===== src/rtl/exc_arbiter_pkg.sv =====
// Shared definitions for the MEM-stage exception arbiter: exception type codes, CP0 register
// addresses and field positions, and the default handler vector.
package exc_arbiter_pkg;

    localparam int EXC_TYPE_BUS = 4;
    typedef logic [EXC_TYPE_BUS-1:0] exc_type_t;

    localparam exc_type_t EXC_TYPE_NONE    = 4'd0;
    localparam exc_type_t EXC_TYPE_INT     = 4'd1;
    localparam exc_type_t EXC_TYPE_ADEL_IF = 4'd2;
    localparam exc_type_t EXC_TYPE_RI      = 4'd3;
    localparam exc_type_t EXC_TYPE_OV      = 4'd4;
    localparam exc_type_t EXC_TYPE_BP      = 4'd5;
    localparam exc_type_t EXC_TYPE_SYS     = 4'd6;
    localparam exc_type_t EXC_TYPE_ERET    = 4'd7;
    localparam exc_type_t EXC_TYPE_ADEL    = 4'd8;
    localparam exc_type_t EXC_TYPE_ADES    = 4'd9;

    localparam logic [4:0] CP0_REG_BADVADDR = 5'd8;
    localparam logic [4:0] CP0_REG_STATUS   = 5'd12;
    localparam logic [4:0] CP0_REG_CAUSE    = 5'd13;
    localparam logic [4:0] CP0_REG_EPC      = 5'd14;

    localparam int CP0_SEG_IE    = 0;
    localparam int CP0_SEG_EXL   = 1;
    localparam int CP0_SEG_IM_LO = 8;
    localparam int CP0_SEG_IM_HI = 15;

    localparam logic [31:0] EXC_VECTOR_DEFAULT = 32'hBFC0_0380;

    // Interrupt request from effective Status/Cause: enabled, not at exception level, masked IP hit.
    function automatic logic int_request(input logic [31:0] status, input logic [31:0] cause);
        return status[CP0_SEG_IE] & ~status[CP0_SEG_EXL]
             & (|(cause[CP0_SEG_IM_HI:CP0_SEG_IM_LO] & status[CP0_SEG_IM_HI:CP0_SEG_IM_LO]));
    endfunction

endpackage


===== src/rtl/exc_arbiter_prio_enc.sv =====
// Combinational priority encoder: interrupt plus per-instruction flags -> single exception type.
import exc_arbiter_pkg::*;

module exc_prio_enc (
    input  logic [7:0]              i_flags,
    input  logic                    i_int,
    output logic [EXC_TYPE_BUS-1:0] o_type
);

    // Fixed priority: interrupt first, then flag bits from LSB (adel_if) to MSB (ades).
    always_comb begin
        o_type = EXC_TYPE_NONE;
        if (i_int) begin
            o_type = EXC_TYPE_INT;
        end else if (i_flags[0]) begin
            o_type = EXC_TYPE_ADEL_IF;
        end else if (i_flags[1]) begin
            o_type = EXC_TYPE_RI;
        end else if (i_flags[2]) begin
            o_type = EXC_TYPE_OV;
        end else if (i_flags[3]) begin
            o_type = EXC_TYPE_BP;
        end else if (i_flags[4]) begin
            o_type = EXC_TYPE_SYS;
        end else if (i_flags[5]) begin
            o_type = EXC_TYPE_ERET;
        end else if (i_flags[6]) begin
            o_type = EXC_TYPE_ADEL;
        end else if (i_flags[7]) begin
            o_type = EXC_TYPE_ADES;
        end else begin
            o_type = EXC_TYPE_NONE;
        end
    end

endmodule


===== src/rtl/exc_arbiter.sv =====
// MEM-stage exception arbiter feeding CP0 and the flush/redirect logic.
// Optional feature: define EXC_ARB_BYPASS_EN to forward same-cycle WB mtc0 writes to Status/Cause/EPC.
import exc_arbiter_pkg::*;

module exc_arbiter #(
    parameter logic [31:0] EXC_VECTOR   = EXC_VECTOR_DEFAULT,
    parameter int          FLUSH_CYCLES = 1
) (
    input  logic                    clk,
    input  logic                    reset,
    input  logic                    mem_valid_i,
    input  logic                    mem_stall_i,
    input  logic [31:0]             mem_pc_i,
    input  logic                    mem_in_delayslot_i,
    input  logic [7:0]              mem_exc_flags_i,
    input  logic [31:0]             mem_badaddr_i,
    input  logic [31:0]             cp0_status_i,
    input  logic [31:0]             cp0_cause_i,
    input  logic [31:0]             cp0_epc_i,
    input  logic                    wb_cp0_we_i,
    input  logic [4:0]              wb_cp0_waddr_i,
    input  logic [31:0]             wb_cp0_wdata_i,
    output logic [EXC_TYPE_BUS-1:0] exception_type_o,
    output logic [31:0]             current_inst_addr_o,
    output logic                    in_delayslot_o,
    output logic [31:0]             badvaddr_o,
    output logic                    flush_o,
    output logic [31:0]             new_pc_o
);

    localparam logic [0:0] ST_IDLE  = 1'b0;
    localparam logic [0:0] ST_FLUSH = 1'b1;
    localparam int CNT_W = (FLUSH_CYCLES > 1) ? $clog2(FLUSH_CYCLES) : 1;
    localparam logic [CNT_W-1:0] CNT_LOAD = CNT_W'(FLUSH_CYCLES - 1);

    logic [0:0]              r_state;
    logic [CNT_W-1:0]        r_cnt;
    logic                    r_pending_int;
    logic [31:0]             w_status;
    logic [31:0]             w_cause;
    logic [31:0]             w_epc;
    logic                    w_int_req;
    logic                    w_accept;
    logic [EXC_TYPE_BUS-1:0] w_type;
    logic [31:0]             w_badvaddr;
    logic                    w_unused;

`ifdef EXC_ARB_BYPASS_EN
    // Forward an in-flight WB mtc0 so mtc0 followed directly by eret/interrupt sees the new value.
    always_comb begin
        w_status = cp0_status_i;
        w_cause  = cp0_cause_i;
        w_epc    = cp0_epc_i;
        if (wb_cp0_we_i && (wb_cp0_waddr_i == CP0_REG_STATUS)) begin
            w_status = wb_cp0_wdata_i;
        end else begin
            w_status = cp0_status_i;
        end
        if (wb_cp0_we_i && (wb_cp0_waddr_i == CP0_REG_CAUSE)) begin
            w_cause = {cp0_cause_i[31:10], wb_cp0_wdata_i[9:8], cp0_cause_i[7:0]};
        end else begin
            w_cause = cp0_cause_i;
        end
        if (wb_cp0_we_i && (wb_cp0_waddr_i == CP0_REG_EPC)) begin
            w_epc = wb_cp0_wdata_i;
        end else begin
            w_epc = cp0_epc_i;
        end
    end
`else
    assign w_status = cp0_status_i;
    assign w_cause  = cp0_cause_i;
    assign w_epc    = cp0_epc_i;
`endif

    assign w_unused  = ^{wb_cp0_we_i, wb_cp0_waddr_i, wb_cp0_wdata_i, cp0_status_i, cp0_cause_i};
    assign w_int_req = int_request(w_status, w_cause);
    assign w_accept  = (r_state == ST_IDLE) & mem_valid_i & ~mem_stall_i
                     & (w_int_req | r_pending_int | (|mem_exc_flags_i));

    exc_prio_enc u_prio_enc (
        .i_flags (mem_exc_flags_i),
        .i_int   (w_int_req | r_pending_int),
        .o_type  (w_type)
    );

    // BadVAddr source follows the winning exception, not the raw flags.
    always_comb begin
        w_badvaddr = 32'h0000_0000;
        case (w_type)
            EXC_TYPE_ADEL_IF: w_badvaddr = mem_pc_i;
            EXC_TYPE_ADEL,
            EXC_TYPE_ADES:    w_badvaddr = mem_badaddr_i;
            default:          w_badvaddr = 32'h0000_0000;
        endcase
    end

    // Remember an interrupt seen on a bubble/stall so it is taken on the next real instruction.
    always_ff @(posedge clk or negedge reset) begin
        if (!reset) begin
            r_pending_int <= 1'b0;
        end else if (r_state == ST_IDLE) begin
            if (w_int_req && (!mem_valid_i || mem_stall_i)) begin
                r_pending_int <= 1'b1;
            end else if (w_accept || !w_int_req) begin
                r_pending_int <= 1'b0;
            end else begin
                r_pending_int <= r_pending_int;
            end
        end else begin
            r_pending_int <= r_pending_int;
        end
    end

    // IDLE/FLUSH sequencer with registered CP0 and redirect outputs.
    always_ff @(posedge clk or negedge reset) begin
        if (!reset) begin
            r_state             <= ST_IDLE;
            r_cnt               <= '0;
            exception_type_o    <= EXC_TYPE_NONE;
            current_inst_addr_o <= 32'h0000_0000;
            in_delayslot_o      <= 1'b0;
            badvaddr_o          <= 32'h0000_0000;
            flush_o             <= 1'b0;
            new_pc_o            <= 32'h0000_0000;
        end else begin
            case (r_state)
                ST_IDLE: begin
                    if (w_accept) begin
                        r_state             <= ST_FLUSH;
                        r_cnt               <= CNT_LOAD;
                        exception_type_o    <= w_type;
                        current_inst_addr_o <= mem_pc_i;
                        in_delayslot_o      <= mem_in_delayslot_i;
                        badvaddr_o          <= w_badvaddr;
                        flush_o             <= 1'b1;
                        new_pc_o            <= (w_type == EXC_TYPE_ERET) ? w_epc : EXC_VECTOR;
                    end else begin
                        r_state <= ST_IDLE;
                    end
                end
                ST_FLUSH: begin
                    // CP0 sees the exception for exactly one cycle; the redirect PC stays up.
                    exception_type_o    <= EXC_TYPE_NONE;
                    current_inst_addr_o <= 32'h0000_0000;
                    in_delayslot_o      <= 1'b0;
                    badvaddr_o          <= 32'h0000_0000;
                    if (r_cnt == '0) begin
                        r_state  <= ST_IDLE;
                        flush_o  <= 1'b0;
                        new_pc_o <= 32'h0000_0000;
                    end else begin
                        r_cnt <= r_cnt - CNT_W'(1);
                    end
                end
                default: begin
                    r_state          <= ST_IDLE;
                    flush_o          <= 1'b0;
                    exception_type_o <= EXC_TYPE_NONE;
                end
            endcase
        end
    end

endmodule


===== config.mk =====
export PLATFORM = sky130hd
export DESIGN_NAME = exc_arbiter
export DESIGN_NICKNAME = d
export VERILOG_FILES = /design/src/rtl/exc_arbiter_pkg.sv /design/src/rtl/exc_arbiter_prio_enc.sv /design/src/rtl/exc_arbiter.sv
export SDC_FILE = /design/constraint.sdc
export NUM_CORES = 1
export LEC_CHECK = 0
export CORE_MARGIN = 5
export CORE_UTILIZATION = 37
export CTS_CLUSTER_SIZE = 14
export DETAILED_ROUTE_END_ITERATION = 12
export PLACE_DENSITY = 0.86
export SKIP_LAST_GASP = 1
export SYNTH_ARGS = -nofsm -noshare
export SYNTH_HDL_FRONTEND = slang
export SYNTH_SLANG_ARGS = --single-unit

===== constraint.sdc =====
create_clock -name clk -period 2.42 [get_ports clk]
set_clock_uncertainty 0.15 [all_clocks]
set_input_delay 0.605 -clock clk [delete_from_list [all_inputs] [get_ports clk]]
set_output_delay 0.605 -clock clk [all_outputs]
set_load 0.005 [all_outputs]

==> results <==
- The type of the worst min-delay path is in2async.
- Setup repair after global routing left no endpoint under its margin.
- Clock tree synthesis inserted a total of 9 buffers.
- The tightest hold path in the finished design has a slack of 0.1028 ns.
- The die width is 125.7 um.
- The max-cap check violation count is 0.
- The leakage dissipation is 0.003755 uW.
- Yosys mapped the design onto 31 distinct sky130hd cell types.
- In this run switching power makes up 25.53% of total power.
- Dividing the detail-routed via count by the number of cells gives 5.398.
- The highest net fanout along the worst path is 8.
- The worst setup path is of the in2reg kind.
- The placement-stage cell area is 7669 um2.
- The measured slew at the worst slew-check pin is 0.6733 ns.
- For the worst setup path, the data arrival time is 2.48 ns.
- The power density normalized to cell area is 536.0 nW/um2.
- The library cells used most frequently in the layout, excluding fill and tap cells, are sky130_fd_sc_hd__clkdlybuf4s50_1, sky130_fd_sc_hd__inv_1, sky130_fd_sc_hd__dfrtp_1, sky130_fd_sc_hd__o32ai_2, sky130_fd_sc_hd__a22oi_1.
- The worst pin sits at a relative slew slack of 55.12%.
- The initial cell density of the core is 37.57%.
- The cell sitting at the root of the clock tree is a sky130_fd_sc_hd__clkbuf_16.
- The number of port buffers is 228.
- Leaving out fill and tap cells, the most frequent cell in the layout is sky130_fd_sc_hd__clkdlybuf4s50_1.
- The cell area after layout is 8904 um2.
- Of the total power, the clock network draws 34.7%.
- Traced cell by cell, the critical path runs through dlygate4sd2_1 -> a22o_1 -> o41a_1 -> or4_4 -> buf_12 -> o32ai_2.
- The kind of cell with the highest combined delay along the critical path is compound AO/OA/AOI/OAI gates.
- The number of nets in the layout is 937.
- The maximum VDD drop is 0.0003863 V.
- The critical path launch point type is an input port.
- In the final layout, flip-flops and latches occupy 2606 um2.
- The first global-routing pass estimated 27.63 mm of wire.
- Setup violations remaining at the end of the flow were counted as 0.
- The count of warnings emitted by yosys is 0.
- Entering global routing, the biggest net connects 99 pins.
- The number of H-tree levels is 3.
- From synthesis to final layout, the design area changed by 79.65%.
- For this block, the routed nets add up to 18.96 mm of wire.
- Summed over its instances, the top area cell type makes up 52.51% of the synthesized netlist area.
- TritonCTS built the clock tree.
- The floorplan row count is 42.
- The vertical extent of the die is 125.7 um.
- After synthesis, flip-flops and latches occupy 52.51% of the total area.
- The synthesized flop and latch total is 104.
- After detailed routing, the average wire length per cell comes to 20.92 um.
- A synthesized cell averages 10.24 um2.
- The hold violation total from the final report came to 0.
- The residual overflow from global routing is 0.
- At the end of routability-driven placement, the weighted congestion stood at 0.8434.
- The delay of the slowest cell on the worst path is 0.58 ns.
- STA classifies the critical path endpoint as a flop.
- Once layout is complete, the cells apart from fillers number 906.
- Summing all multi-input logic gate instances after layout gives 2155 um2.
- The number of global-route vias before repair is 4949.
- The highest achievable clock rate is 418.6 MHz.
- After filler insertion, the fill cell instance count of the layout stands at 952.
- In this run, the number of DRC markers left after iteration 0 of detailed routing was 351.
- When the netlist entered floorplanning its net count stood at 695.
- The I/O pin count is 313.
- The initial antenna violation count is 0.
- The minimum clock period after layout is 2.389 ns.
- Summed over all instances, the cell type with the most area after synthesis is sky130_fd_sc_hd__dfrtp_1.
- The detailed placer's ending HPWL is 11.33 mm.
- The run finished with clean final reports.
- At the worst endpoint, the required time is 2.52 ns.
- Setup total negative slack on the finished layout was measured at 0 ns.
- Timing analysis after detailed placement gives a worst setup slack of -0.4913 ns.
- The post-route netlist has 20.55% of its cells at a drive strength greater than 1.
- The core region is 13190 um2.
- Per report_power, the sequential group accounts for 40.8% of the total.
- The internal power component is 3554 uW.
- Counting tap cells, the placed design contains a total of 876 instances.
- The total vias in the final route is 4891.
- After detailed routing, the number of remaining DRC violations is 0.
- The mapped netlist covers 4956 um2.
- The antenna diode instance count is 0.
- The clock latency on the worst-skew pair is 0.34 ns.
- The final clock period utilization by the worst path is 98.71%.
- The first-pass iteration count of the detailed router is 4.
- The remaining antenna violation count is 0.
- The clock-pin slew of the registers on the worst-case setup and hold paths is 0.07 ns.
- Together, buffers and inverters on the worst path number 2.
- Yosys attributes the largest share of cell area to sky130_fd_sc_hd__dfrtp_1, sky130_fd_sc_hd__o32ai_1, sky130_fd_sc_hd__inv_1.
- The slack of the critical path is 0.03130 ns.
- The slowest cell on the critical path is sky130_fd_sc_hd__or4_4.
- In the synthesized netlist, the number of instances is 484.
- The die outline area is 15810 um2.
- The overall fraction of global-route tracks in use is 21.97%.
- The max-slew violation count is 0.
- The analysis attributes to net switching a power of 1218 uW.
- The part of the total power dissipated in combinational logic is 24.6%.
- The count of clock tree sinks is 104.
- The deepest clock path buffer count is 2.
[what timing repair did]
action | 4_1_cts | 5_1_grt
setup endpoints to repair | 102 | 102
hold buffers | 0 | 0
pin swaps | 17 | 9
endpoints found under the hold margin | 0 | 0
gates cloned | 6 | 3
setup buffers | 5 | 1
gates resized for setup | 39 | 59
[path summary, 6_finish.rpt]
kind                       depth (start not counted)            start  slack, ns                       to
max                                                6  cp0_cause_i[11]       0.03             new_pc_o[13]
min                                                1            reset       0.10  current_inst_addr_o[23]
max reg2reg                                        7    r_pending_int       0.43   current_inst_addr_o[8]
min reg2reg                                        1          flush_o       0.36                  flush_o
max in group asynchronous                          2            reset       1.41                  r_state
min in group clk                                   1          flush_o       0.36                  flush_o
[power by group through the flow]
stage	clock [uW]	sequential, uW	combinational [uW]
after floorplan	0	1980	294
after global placement	0	1970	948
after detailed placement	0	1970	962
after CTS	1690	1940	1060
after global routing	1750	1960	1240
final	1650	1950	1170
[area by class of cell]
cell class              count  area share, %
repair buffers            273          33.71
flip-flops and latches    104          29.27
multi-input cells         182          24.20
inverters                 156          6.577
clock buffers              10          2.572
well taps                 176          2.473
clock inverters             5          1.194
[state kept, by name, summed over array words and instances, names as in the netlist]
| signal | cells |
|---|---|
| badvaddr_o | 32 |
| current_inst_addr_o | 32 |
| new_pc_o | 32 |
| exception_type_o | 4 |
| flush_o | 1 |
| in_delayslot_o | 1 |
| r_pending_int | 1 |
| r_state | 1 |
[through the flow]
step | utilization [%] | total power [uW]
after floorplan | - | 2273
after global placement | 58.14 | 2916
after detailed placement | 58.14 | 2937
after CTS | 63.86 | 4692
after global routing | 67.50 | 4953
final | 67.50 | 4773
[cell families after synthesis]
group                  after synthesis  synth area share (%)
AO/OA/AOI/OAI                      148                 28.28
buffers and inverters              198                 15.58
flip-flops                         104                 52.51
AND/OR/NAND/NOR                     34                 3.636
[synth_stat cells, drive strengths merged]
cell and count:
nand2 5, dfrtp 104, a22oi 32, o2111a 1
nand3 2, a211o 1, buf 15, o21ai 4
a22o 4, o22ai 1, o41ai 1, inv 156
nor2 4, o21ba 1, nor3 14, o41a 1
a41oi 1, nand2b 2, nor4b 1, nor4 1
o32ai 100, nand4b 1, clkbuf 27, o31ai 1
or4 1, nor2b 3
[worst register-to-register path: stages, from the launching register on]
cell and delay [ns]:
sky130_fd_sc_hd__dfrtp_1 0.45, sky130_fd_sc_hd__nor3_1 0.26, sky130_fd_sc_hd__buf_4 0.21, sky130_fd_sc_hd__nand3_1 0.14, sky130_fd_sc_hd__o21ai_4 0.20, sky130_fd_sc_hd__buf_12 0.14
sky130_fd_sc_hd__buf_12 0.18, sky130_fd_sc_hd__o32ai_1 0.12
[metal layers]
metal	global-route usage, %	up-vias	wire length (um)
li1	-	2192	-
met1	27.93	2469	7428
met2	37.38	191	9822
met3	4.530	39	1106
met4	7.634	0	599
met5	0	-	0
(Power assumes the default switching activity.)
